`config.mk`:
```
export PLATFORM = sky130hd
export DESIGN_NAME = hrange_dup_gen
export DESIGN_NICKNAME = d
export VERILOG_FILES = /design/src/rtl/hrange_dup_gen.sv
export SDC_FILE = /design/constraint.sdc
export NUM_CORES = 1
export LEC_CHECK = 0
export CAP_MARGIN = 20
export CORE_AREA = 2 2 146 148
export DETAILED_ROUTE_END_ITERATION = 10
export DIE_AREA = 0 0 148 150
export HOLD_SLACK_MARGIN = 0.08
export PLACE_DENSITY = 0.78
export SETUP_SLACK_MARGIN = 0.5
export SLEW_MARGIN = 20
export SYNTH_ARGS = -nofsm -noshare
export SYNTH_HDL_FRONTEND = slang
export SYNTH_SLANG_ARGS = --single-unit
```
`constraint.sdc`:
```
create_clock -name _clock -period 13.27 [get_ports _clock]
set_input_delay 1.9905 -clock _clock [delete_from_list [all_inputs] [get_ports _clock]]
set_output_delay 1.9905 -clock _clock [all_outputs]
set_load 0.03 [all_outputs]
```
`src/rtl/hrange_dup_gen.sv`:
```
// Streaming signed range generator: emits base, base+step, ... while inside limit,
// repeating each value dup times with a repeat index, over a start/ready/valid/done handshake.
module hrange_dup_gen #(
    parameter int WIDTH = 32,
    parameter int DUP_W = 8
) (
    input  logic             _clock,
    input  logic             _reset,
    input  logic             _start,
    input  logic             _ready,
    input  logic [WIDTH-1:0] base,
    input  logic [WIDTH-1:0] limit,
    input  logic [WIDTH-1:0] step,
    input  logic [DUP_W-1:0] dup,
    output logic             _done,
    output logic             _valid,
    output logic [WIDTH-1:0] _0,
    output logic [DUP_W-1:0] _1
);

    typedef enum logic {
        IDLE,
        RUN
    } state_t;

    state_t                  state;
    logic signed [WIDTH-1:0] cur;
    logic signed [WIDTH-1:0] lim_q;
    logic signed [WIDTH-1:0] step_q;
    logic        [DUP_W-1:0] dup_q;
    logic        [DUP_W-1:0] rep;

    logic signed [WIDTH:0]   next_wide;
    logic                    next_ovf;
    logic        [DUP_W:0]   rep_inc;
    logic                    last_rep;

    // Direction is taken from the sign of step; a zero step never yields anything.
    function automatic logic in_range(input logic signed [WIDTH-1:0] v,
                                      input logic signed [WIDTH-1:0] lim,
                                      input logic signed [WIDTH-1:0] stp);
        if (stp == '0)
            return 1'b0;
        else if (stp[WIDTH-1])
            return v > lim;
        else
            return v < lim;
    endfunction

    always_comb begin
        // Successor is formed one bit wider so signed overflow is detectable
        // instead of silently wrapping back into range.
        next_wide = {cur[WIDTH-1], cur} + {step_q[WIDTH-1], step_q};
        next_ovf  = next_wide[WIDTH] ^ next_wide[WIDTH-1];
        rep_inc   = {1'b0, rep} + (DUP_W+1)'(1);
        last_rep  = rep_inc >= {1'b0, dup_q};
    end

    // NOTE: all state and outputs use non-blocking assignments so every register
    // samples the pre-edge values, independent of statement order.
    always_ff @(posedge _clock or posedge _reset) begin
        if (_reset) begin
            state  <= IDLE;
            cur    <= '0;
            lim_q  <= '0;
            step_q <= '0;
            dup_q  <= '0;
            rep    <= '0;
            _done  <= 1'b0;
            _valid <= 1'b0;
            _0     <= '0;
            _1     <= '0;
        end else begin
            case (state)
                IDLE: begin
                    if (_start) begin
                        lim_q  <= limit;
                        step_q <= step;
                        dup_q  <= dup;
                        cur    <= base;
                        rep    <= '0;
                        if (dup != '0 && in_range(base, limit, step)) begin
                            _valid <= 1'b1;
                            _done  <= 1'b0;
                            _0     <= base;
                            _1     <= '0;
                            state  <= RUN;
                        end else begin
                            _valid <= 1'b0;
                            _done  <= 1'b1;
                        end
                    end
                end
                RUN: begin
                    if (_ready) begin
                        if (!last_rep) begin
                            rep <= rep_inc[DUP_W-1:0];
                            _1  <= rep_inc[DUP_W-1:0];
                        end else begin
                            rep <= '0;
                            if (next_ovf || !in_range(next_wide[WIDTH-1:0], lim_q, step_q)) begin
                                _valid <= 1'b0;
                                _done  <= 1'b1;
                                state  <= IDLE;
                            end else begin
                                cur <= next_wide[WIDTH-1:0];
                                _0  <= next_wide[WIDTH-1:0];
                                _1  <= '0;
                            end
                        end
                    end
                end
                default: state <= IDLE;
            endcase
        end
    end

endmodule
```
Yosys cells after proc, flatten, opt, wreduce, memory -nomap -nowiden
Index checks and enable logic that the tools add are counted.
- register bits after elaboration: 155
- bits of input ports: 108
- memory bits (read-only): 0
- output and inout bits: 42
- bits in writable memories: 0
- memories kept: 0
- latch bits: 0
- add/subtract/negate cells: 2
- shift operators: 0
- multiply operators: 0
- div/mod/pow operators: 0
- order comparisons: 5
- bitwise logic cells: 2
- reduce and logical (&&, ||, !) cells: 12
- mux-type cells: 44
- equality and inequality tests: 7
- operators by type and width (cell ; count):
    $mux 32 ; 6
    $pmux 32 s2 ; 2
    $gt 32x32->1 ; 2
    $logic_not 32->1 ; 2
    $lt 32x32->1 ; 2
    $mux 8 ; 8
    $add 32x32->33 ; 1
    $pmux 8 s2 ; 2
    $mux 1 ; 23
    $reduce_and 4->1 ; 3
    $add 8x1->9 const B ; 1
    $ge 9x8->1 ; 1
    $ne 2x2->1 const B ; 4
    $reduce_bool 8->1 ; 1
    $pmux 1 s2 ; 3
    $reduce_and 5->1 ; 1
    $ne 2x1->1 const B ; 2
    $reduce_and 2->1 ; 2
    $ne 3x3->1 const B ; 1
    $logic_and 1x1->1 ; 1
    $logic_not 1->1 ; 1
    $logic_or 1x1->1 ; 1
    $not 1->1 ; 1
    $xor 1x1->1 ; 1

Logic depth before layout (Yosys ltp)
Gate-level depths: netlist of run 1.
- word-level depth: 13
- gate-level depth with buffers: 22
- gate-level depth less buffers: 21

Worst setup path after synthesis of run 1
Ideal clock, no wire load.
- path type: reg-to-reg
- start point: reg cur[0]
- end point: reg cur[16]
- buffers on the path: 1
- data arrival time: 4.629 ns
- required time: 13.145 ns
- clock period less this slack: 4.754 ns
- stages on the path, launching flop included: 22
- slack: 8.516 ns
- path through: dfrtp_1 -> ha_1 -> fa_1 -> a211oi_1 -> o211ai_1 -> a21oi_1 -> o21bai_1 -> a31oi_1 -> nor3_1 -> a31oi_1 -> xor2_1 -> inv_1 -> ha_1 -> nand4_1 -> nand4bb_1 -> o31ai_1 -> nor3_1 -> o211ai_1 -> nand2_1 -> a31oi_4 -> buf_12 -> mux2_4
- word-level cells in the longest chain between the ends: 11
- RTL lines (element ; line ; source):
    start, declared ; 27 ; logic signed [WIDTH-1:0] cur;
    start signal, assigned ; 80 ; cur <= base;
    start signal, assigned ; 106 ; cur <= next_wide[WIDTH-1:0];
    $add 32x32->33 * ; 53 ; next_wide = {cur[WIDTH-1], cur} + {step_q[WIDTH-1], step_q};
    $lt 32x32->1 or $gt 32x32->1 (tied branches) ; 47, 45 ;
    $mux 1 ; 44 ; else if (stp[WIDTH-1])
    $mux 1 ; 42 ; if (stp == '0)
    $mux 1 ; 96 ; if (!last_rep) begin
    $mux 1 ; 95 ; if (_ready) begin
    $mux 1 ; 74 ; case (state)
    $logic_not 1->1 ; 101 ; if (next_ovf || !in_range(next_wide[WIDTH-1:0], lim_q, step_q)) begin
    $logic_or 1x1->1 ; 101 ;
    $ne 2x2->1 (no source line) ; - ;
    $reduce_and 4->1 (no source line) ; - ;
Mark *: on every way between the ends. The rest lies on a longest branch, timed or not. The select of a mux whose other input is x is not followed.
A chain may end at the register's enable or synchronous reset.

Final worst setup path of run 1
- start point: reg cur[0]
- end point: reg cur[23]
Same word-level chain as after synthesis.

==> flow_summary.json, run 1 <==
{
  "status": "finished clean",
  "die_w_um": 148,
  "rsz0062_at_grt": "no",
  "nNetsFinal": 1447,
  "final_layout_size_suffix_gt1_share_pct": 10.9,
  "power.leakage_nw": 5.90,
  "hold_viol_final": 0,
  "min_path_type": "flop to flop",
  "clkPwrFrac_pct": 12.7,
  "hold_ws_ns": 0.492,
  "synth_area_um2": 10200,
  "cts_setup_buffers": 0,
  "synth.ff_latch_count": 155,
  "grt_pass1_wl_um": 44300,
  "crit_arrival_ns": 6.35,
  "p_seq_share_pct": 22.8,
  "diodes": 0,
  "r2r-end": "cur[23]$_DFFE_PP0P_",
  "start_kind": "flop",
  "setup_tns_ns": 0,
  "worst_pin_slew_ns": 1.10,
  "cts_hold_buf": 0,
  "top_layer": "met4",
  "maxCapViolations": 0,
  "avgSynthCellArea_um2": 9.32,
  "drc_errors": 0,
  "clockBufferDepth": 2,
  "place_ws_ns": 7.31,
  "synth_seq_area_share_pct": 38.1,
  "period_minus_slack_ns": 6.02,
  "grt_overflow": 0,
  "p_int_mw": 1.96,
  "dp_hpwl_um": 20800,
  "root_buffer": "clkbuf_16",
  "synth_top_area_cell": "dfrtp_1",
  "grt_pass1_vias": 8572,
  "holdCritStartpoint": "lim_q[0]$_DFFE_PP0P_",
  "holdPathEnd": "lim_q[0]$_DFFE_PP0P_",
  "first_iter_violations": 638,
  "routabilityCongestion": 0.909,
  "fmax_mhz": 166,
  "routedLengthMet1_um": 12200,
  "p_sw_mw": 1.77,
  "final_core_util_pct": 60.1,
  "required_ns": 13.59,
  "placement.cell_area_um2": 11900,
  "reg2reg_slack_ns": 7.25,
  "ctsResizeCount": 0,
  "drtAntennaViolNets": 0,
  "clkTransAtPathRegs_ns": 0.07,
  "dieArea_um2": 22200,
  "fin_cells": 1521,
  "grt_max_degree": 91,
  "ff2ff_path_depth": 20,
  "cp_max_fo": 24,
  "synth-main-ff-cell": "dfrtp_1",
  "cts_tree": "built",
  "insertion_delay_ns": 0.44,
  "avgRoutedWirePerCell_um": 18.3,
  "ys_warn_count": 0,
  "ir_drop_mv": 0.143,
  "synth_nets": 1307,
  "synth_cell_types": 75,
  "core-area_um2": 20700,
  "firstDrtPassIters": 5,
  "relSlewSlack_pct": 26.9,
  "fin_ws_ns": 7.25,
  "synth_top_area_share_pct": 38.1,
  "r2r_start": "cur[0]$_DFFE_PP0P_",
  "netlist_top_cells_area": "dfrtp_1 (38%), ha_1 (13%), nand2_1 (8.3%)",
  "finalMaxSlewViolations": 0,
  "grt_use_total_pct": 25.3,
  "synthArstFlopShare_pct": 100,
  "synth_edf_count": 0,
  "viasPerCell": 5.67,
  "p_sw_share_pct": 47.3,
  "antenna_found_initial": 0,
  "via_count": 8628,
  "cts_buffers": 17,
  "met3_wirelength_um": 1730,
  "powerDensity_nw_per_um2": 300,
  "clock-sinks": 155,
  "port_buffers": 149,
  "fp-row-count": 53,
  "hold_depth": 2,
  "htree_levels": 4,
  "route.met2.wl_um": 13200,
  "final_common_cell": "nand2_1",
  "p_comb_share_pct": 64.5,
  "syn_to_final_growth_pct": 22.0,
  "finalClockSkew_ns": 0.0118,
  "crit_path_start": "cur[0]$_DFFE_PP0P_",
  "final_area_um2": 12400,
  "synthCells": 1093,
  "timing.final.setup_violations": 0,
  "p_total_mw": 3.73,
  "critical_path_class": "flop to flop",
  "placed_cells": 1489,
  "ios": 150,
  "cp-end-kind": "flop",
  "start_util_pct": 49.2,
  "layout.cells.most_common_list": "nand2_1 (224), dfrtp_1 (155), clkdlybuf4s50_1 (149)",
  "wirelength_um": 27800,
  "die_h_um": 150,
  "fin_crit_sh_pct": 45.4
}
-- power groups by stage --
stage / clock network (mW) / registers (mW) / logic, mW
3_5_place_dp: 0 / 0.852 / 2.35
4_1_cts: 0.474 / 0.847 / 2.38
5_1_grt: 0.496 / 0.873 / 2.63
2_1_floorplan: 0 / 0.913 / 1.65
3_3_place_gp: 0 / 0.850 / 2.29
6_report: 0.474 / 0.851 / 2.40
-- cells in the mapped netlist (4+ instances only) --
library cell / instances
buf_6: 5
nor2_1: 45
nor4_1: 20
a211oi_1: 6
a22oi_1: 6
buf_4: 4
inv_1: 95
nand4_1: 17
o21ai_0: 75
ha_1: 105
o211ai_1: 12
nand2_1: 224
a21oi_1: 62
a31oi_1: 5
mux2_2: 36
xor2_1: 15
a221oi_1: 4
a21o_1: 15
mux2_4: 39
xnor2_1: 18
nor3_1: 11
nand3_1: 15
mux2i_1: 5
nor2b_1: 6
clkbuf_1: 18
dfrtp_1: 155
-- layer usage --
layer  up-vias  track usage [%]
li1       4105                -
met1      4163             33.5
met2       307             42.5
met3        53             3.96
met4         0             8.57
met5         -                0
-- cell families after synthesis --
| group | synth area share, % |
|---|---|
| compound gates | 14.3 |
| xor+xnor | 3.00 |
| fa+ha+maj | 13.1 |
| buf+inv | 5.43 |
| flops | 38.1 |
| mux | 10.2 |
| simple gates | 15.9 |
-- worst max path at each step --
stage	slack [ns]	cells past startpoint	end
global placement	7.50	20	cur[22]$_DFFE_PP0P_
detailed placement	7.31	20	cur[23]$_DFFE_PP0P_
CTS	7.26	20	cur[23]$_DFFE_PP0P_
floorplan	7.10	1	_0[0]$_DFFE_PP0P_
global route	6.72	20	cur[23]$_DFFE_PP0P_
finish	7.25	20	cur[23]$_DFFE_PP0P_
-- state kept, by name, summed over array words and instances, names as in the netlist --
signal and cells:
_1 8, rep 8, _valid 1, lim_q 32, _done 1, state 1, dup_q 8, step_q 32
cur 32, _0 32
-- layout make-up --
cell class | instances | area (µm²)
fillers | 1740 | 8260
multi-input cells | 811 | 5760
flip-flops and latches | 155 | 3880
repair buffers | 153 | 1520
clock buffers | 17 | 425
inverters | 95 | 362
well taps | 275 | 344
clock inverters | 15 | 131
-- worst max-delay path, stage by stage (launching register included) --
cell	delay [ns]
dfrtp_1	0.39
ha_1	0.26
fa_1	0.43
a211oi_1	0.30
o211ai_1	0.22
a21oi_1	0.29
o21bai_1	0.16
a31oi_1	0.40
nor3_1	0.08
a31oi_1	0.20
xor2_1	0.25
inv_1	0.07
ha_1	0.28
nand4_1	0.10
nand4bb_1	0.27
o31ai_1	0.36
nor3_1	0.09
o211ai_1	0.19
nand2_1	0.19
a31oi_4	0.92
mux2_2	0.42
(Power assumes the default switching activity.)
==> run 2: changes to the inputs <==
PLACE_DENSITY = 0.81   (was 0.78)
clock period = 5.1 ns   (was 13.27 ns; I/O delays follow)
==> run 2 against run 1 <==
Compared with the run above: total power rose to 3.0 times the previous value; wire length rose by 7.2%; sequential power grew to 2.6 times the previous value; flip-flop and latch count unchanged; die area did not move; via count increased by 3.8%; worst hold slack improved by 0.0063 ns; design area up 8.0%; fmax grew 22%; global-route usage increased by 1.3 points; clock power grew to 2.6 times the previous value; combinational power rose to 3.2 times the previous value; critical endpoint is now cur[16]$_DFFE_PP0P_; largest cell class unchanged; largest power group unchanged; highest routed layer unchanged.
==> flow_summary.json, run 2 (synthesis gave the netlist of run 1 again) <==
{
  "clock-sinks": 155,
  "period_minus_slack_ns": 4.94,
  "r2r-end": "cur[16]$_DFFE_PP0P_",
  "diodes": 0,
  "wirelength_um": 29800,
  "placement.cell_area_um2": 12100,
  "cts_buffers": 17,
  "holdPathEnd": "dup_q[0]$_DFFE_PP0P_",
  "start_kind": "flop",
  "cp-end-kind": "flop",
  "grt_max_degree": 156,
  "cts_hold_buf": 0,
  "grt_pass1_vias": 8834,
  "min_path_type": "flop to flop",
  "root_buffer": "clkbuf_16",
  "insertion_delay_ns": 0.45,
  "critical_path_class": "flop to flop",
  "crit_arrival_ns": 5.27,
  "dp_hpwl_um": 20900,
  "htree_levels": 4,
  "clkTransAtPathRegs_ns": 0.07,
  "clockBufferDepth": 2,
  "placed_cells": 1504,
  "syn_to_final_growth_pct": 31.7,
  "layout.cells.most_common_list": "nand2_1 (222), dfrtp_1 (155), clkdlybuf4s50_1 (149)",
  "finalClockSkew_ns": 0.0122,
  "cts_tree": "built",
  "via_count": 8952,
  "final_common_cell": "nand2_1",
  "hold_depth": 2,
  "final_area_um2": 13400,
  "fin_crit_sh_pct": 96.8,
  "antenna_found_initial": 0,
  "die_w_um": 148,
  "setup_tns_ns": 0,
  "firstDrtPassIters": 5,
  "drc_errors": 0,
  "avgRoutedWirePerCell_um": 18.9,
  "reg2reg_slack_ns": 0.16,
  "grt_overflow": 0,
  "routabilityCongestion": 0.922,
  "relSlewSlack_pct": 36.0,
  "viasPerCell": 5.69,
  "p_total_mw": 11.0,
  "worst_pin_slew_ns": 0.959,
  "ir_drop_mv": 0.353,
  "required_ns": 5.43,
  "first_iter_violations": 779,
  "hold_viol_final": 0,
  "status": "finished clean",
  "fin_ws_ns": 0.165,
  "holdCritStartpoint": "dup_q[0]$_DFFE_PP0P_",
  "timing.final.setup_violations": 0,
  "powerDensity_nw_per_um2": 821,
  "rsz0062_at_grt": "yes",
  "finalMaxSlewViolations": 0,
  "core-area_um2": 20700,
  "final_layout_size_suffix_gt1_share_pct": 18.2,
  "fmax_mhz": 203,
  "start_util_pct": 49.2,
  "ff2ff_path_depth": 22,
  "fin_cells": 1574,
  "crit_path_start": "step_q[0]$_DFFE_PP0P_",
  "die_h_um": 150,
  "fp-row-count": 53,
  "power.leakage_nw": 6.32,
  "grt_use_total_pct": 26.6,
  "cp_max_fo": 10,
  "place_ws_ns": -0.0353,
  "ios": 150,
  "r2r_start": "step_q[0]$_DFFE_PP0P_",
  "maxCapViolations": 0,
  "nNetsFinal": 1500,
  "dieArea_um2": 22200,
  "drtAntennaViolNets": 0,
  "grt_pass1_wl_um": 45900,
  "port_buffers": 149
}
==> run 2: cell count changes in the layout (fill, tap and decap cells not counted), sizes merged <==
| cell | previous run | this run |
|---|---|---|
| buf | 4 | 56 |
| clkbuf | 17 | 20 |
| clkinvlp | 3 | 2 |
| clkinv | 4 | 3 |
==> run 2: how the worst max path moves through the flow <==
stage	endpoint	slack, ns	cells after the start
final	cur[16]$_DFFE_PP0P_	0.16	22
after CTS	cur[22]$_DFFE_PP0P_	0.39	22
after floorplan	cur[16]$_DFFE_PP0P_	0.53	21
after global placement	cur[22]$_DFFE_PP0P_	0.07	18
after detailed placement	cur[22]$_DFFE_PP0P_	-0.04	22
after global routing	cur[22]$_DFFE_PP0P_	-0.04	22
==> run 2: what timing repair did <==
action / CTS / global route
cloned: 4 / 1
endpoints found under the setup margin: 75 / 75
gates resized for setup: 47 / 37
buffers inserted: 19 / 14
pin swaps: 22 / 19
==> run 2: routing by layer <==
layer,up-vias,global-route usage [%],wire [µm]
li1,4211,-,-
met1,4325,34.2,12600
met2,346,44.0,14400
met3,70,5.76,1870
met4,0,10.4,911
met5,-,0,0
==> run 2: layout make-up <==
cell class              instances  area, µm²
clock inverters                13        105
well taps                     275        344
flip-flops and latches        155       3880
clock buffers                  19        443
repair buffers                206       2150
inverters                      95        360
multi-input cells             811       6140
fillers                      1624       7270
==> run 2: report_power, final <==
group | switching, mW | leakage (nW) | internal [mW]
clock | 0.571 | 0.271 | 0.648
combinational | 4.18 | 4.13 | 3.39
sequential | 0.415 | 1.92 | 1.81
==> run 2: through the flow <==
stage,utilization [%],hold WS (ns)
floorplan,-,0.452
global placement,58.4,0.470
detailed placement,58.4,0.475
CTS,63.4,0.488
global route,64.8,0.525
finish,64.8,0.498
==> run 2: critical path, cell delays in order (launching register included) <==
cell and delay (ns):
dfrtp_1 0.42, ha_4 0.18, fa_2 0.35, a211oi_2 0.21
o211ai_1 0.18, a21oi_2 0.23, o21bai_2 0.12, a31oi_4 0.24
nor3_2 0.06, a31oi_1 0.21, xor2_1 0.25, inv_1 0.07
ha_1 0.27, nand4_1 0.13, nand4bb_4 0.27, o31ai_4 0.31
nor3_2 0.09, o211ai_1 0.22, nand2_2 0.14, a31oi_4 0.26
buf_6 0.15, buf_16 0.14, mux2_4 0.30
==> run 3: changes to the inputs <==
PLACE_DENSITY = 0.78   (was 0.81)
clock period = 6.1 ns   (was 5.1 ns; I/O delays follow)
==> run 3 against run 2 <==
Compared with the run above: first-iteration DRC count is 19% lower; cell count down 3.1%; global-route usage fell by 1.5 points; critical path type unchanged; largest cell class unchanged; largest power group unchanged; highest routed layer unchanged.
==> flow_summary.json, run 3 (synthesis gave the netlist of run 1 again) <==
{
  "die_h_um": 150,
  "fin_crit_sh_pct": 87.4,
  "grt_use_total_pct": 25.1,
  "final_area_um2": 12600,
  "dp_hpwl_um": 20600,
  "ir_drop_mv": 0.271,
  "p_comb_share_pct": 63.3,
  "viasPerCell": 5.58,
  "fin_ws_ns": 0.767,
  "cp_max_fo": 20,
  "grt_overflow": 0,
  "die_w_um": 148,
  "start_util_pct": 49.2,
  "clock-sinks": 155,
  "cp-end-kind": "flop",
  "wirelength_um": 27100,
  "start_kind": "flop",
  "clockBufferDepth": 2,
  "syn_to_final_growth_pct": 23.8,
  "maxCapViolations": 0,
  "worst_pin_slew_ns": 1.03,
  "drtAntennaViolNets": 0,
  "drc_errors": 0,
  "p_int_mw": 4.54,
  "grt_pass1_wl_um": 43900,
  "nNetsFinal": 1451,
  "crit_arrival_ns": 5.64,
  "fp-row-count": 53,
  "first_iter_violations": 628,
  "routabilityCongestion": 0.940,
  "root_buffer": "clkbuf_16",
  "fmax_mhz": 188,
  "powerDensity_nw_per_um2": 659,
  "placement.cell_area_um2": 11900,
  "critical_path_class": "flop to flop",
  "cts_tree": "built",
  "p_sw_share_pct": 45.4,
  "status": "finished clean",
  "final_core_util_pct": 61.0,
  "cts_hold_buf": 0,
  "final_layout_size_suffix_gt1_share_pct": 11.6,
  "finalMaxSlewViolations": 0,
  "relSlewSlack_pct": 31.7,
  "core-area_um2": 20700,
  "ios": 150,
  "firstDrtPassIters": 6,
  "fin_cells": 1525,
  "p_seq_share_pct": 22.3,
  "timing.final.setup_violations": 0,
  "p_sw_mw": 3.78,
  "clkPwrFrac_pct": 14.5,
  "grt_pass1_vias": 8512,
  "diodes": 0,
  "period_minus_slack_ns": 5.33,
  "finalClockSkew_ns": 0.0133,
  "dieArea_um2": 22200,
  "required_ns": 6.41,
  "insertion_delay_ns": 0.43,
  "rsz0062_at_grt": "no",
  "cts_buffers": 17,
  "via_count": 8516,
  "port_buffers": 149,
  "final_common_cell": "nand2_1",
  "clkTransAtPathRegs_ns": 0.06,
  "hold_viol_final": 0,
  "min_path_type": "flop to flop",
  "avgRoutedWirePerCell_um": 17.8,
  "grt_max_degree": 105,
  "placed_cells": 1491,
  "setup_tns_ns": 0,
  "antenna_found_initial": 0,
  "power.leakage_nw": 5.98,
  "layout.cells.most_common_list": "nand2_1 (224), dfrtp_1 (155), clkdlybuf4s50_1 (149)",
  "htree_levels": 4,
  "place_ws_ns": 0.441
}
-- run 3: cell count changes in the layout (fill, tap and decap cells not counted), sizes merged --
| cell | change |
|---|---|
| bufinv | +5 |
| clkbuf | -1 |
| buf | -48 |
| clkinv | +1 |
| inv | -6 |
-- run 3: path summary, 6_finish.rpt --
check                               startpoint  depth (start not counted)                    to  slack [ns]
setup / recovery            cur[0]$_DFFE_PP0P_                         18    _0[12]$_DFFE_PP0P_        0.77
hold / removal             cur[13]$_DFFE_PP0P_                          2   cur[13]$_DFFE_PP0P_        0.49
setup reg to reg            cur[0]$_DFFE_PP0P_                         18    _0[12]$_DFFE_PP0P_        0.77
hold reg to reg            cur[13]$_DFFE_PP0P_                          2   cur[13]$_DFFE_PP0P_        0.49
max in group asynchronous               _reset                          3   cur[22]$_DFFE_PP0P_        3.84
min in group asynchronous               _reset                          2  lim_q[7]$_DFFE_PP0P_        1.05
-- run 3: layer usage --
| metal | up-vias | global-route usage [%] | wire (µm) |
|---|---|---|---|
| li1 | 4111 | - | - |
| met1 | 4101 | 33.9 | 12300 |
| met2 | 263 | 41.1 | 12700 |
| met3 | 41 | 3.35 | 1350 |
| met4 | 0 | 9.48 | 754 |
| met5 | - | 0 | 0 |
-- run 3: area by class of cell --
type	instances	area, µm²
clock buffer	19	453
clock inverter	13	214
fill	1758	8080
inverter	95	362
multi-input combinational	811	5790
sequential	155	3880
tap	275	344
timing repair buffer	157	1570
-- run 3: worst max-delay path: stages, from the launching register on --
cell	delay, ns
dfrtp_1	0.38
ha_1	0.25
fa_1	0.43
a211oi_1	0.29
o211ai_1	0.24
a21oi_1	0.27
o21ai_0	0.17
xor2_1	0.21
ha_1	0.35
nand4_1	0.19
or4_1	0.69
a21o_1	0.22
a31o_2	0.24
o2bb2ai_1	0.12
nand2_1	0.19
nand3_4	0.13
nand2_4	0.25
buf_12	0.26
mux2_4	0.32
-- run 3: timing repair --
| action | in CTS | in global routing |
|---|---|---|
| buffers inserted | 0 | 2 |
| endpoints found under the hold margin | 0 | 0 |
| pin swaps | 0 | 2 |
| resized for setup | 2 | 6 |
| setup endpoints to repair | 29 | 71 |
-- run 3: power groups by stage --
stage | registers (mW) | logic, mW | clock network [mW]
global route | 1.90 | 5.79 | 1.26
finish | 1.85 | 5.26 | 1.20
detailed placement | 1.85 | 5.09 | 0
CTS | 1.84 | 5.16 | 1.21
floorplan | 1.99 | 3.58 | 0
global placement | 1.85 | 4.98 | 0
-- run 3: stage by stage --
stage          power, mW  hold WS, ns
5_1_grt             8.96        0.521
3_3_place_gp        6.83        0.470
2_1_floorplan       5.56        0.452
4_1_cts             8.21        0.491
3_5_place_dp        6.95        0.474
6_report            8.32        0.495
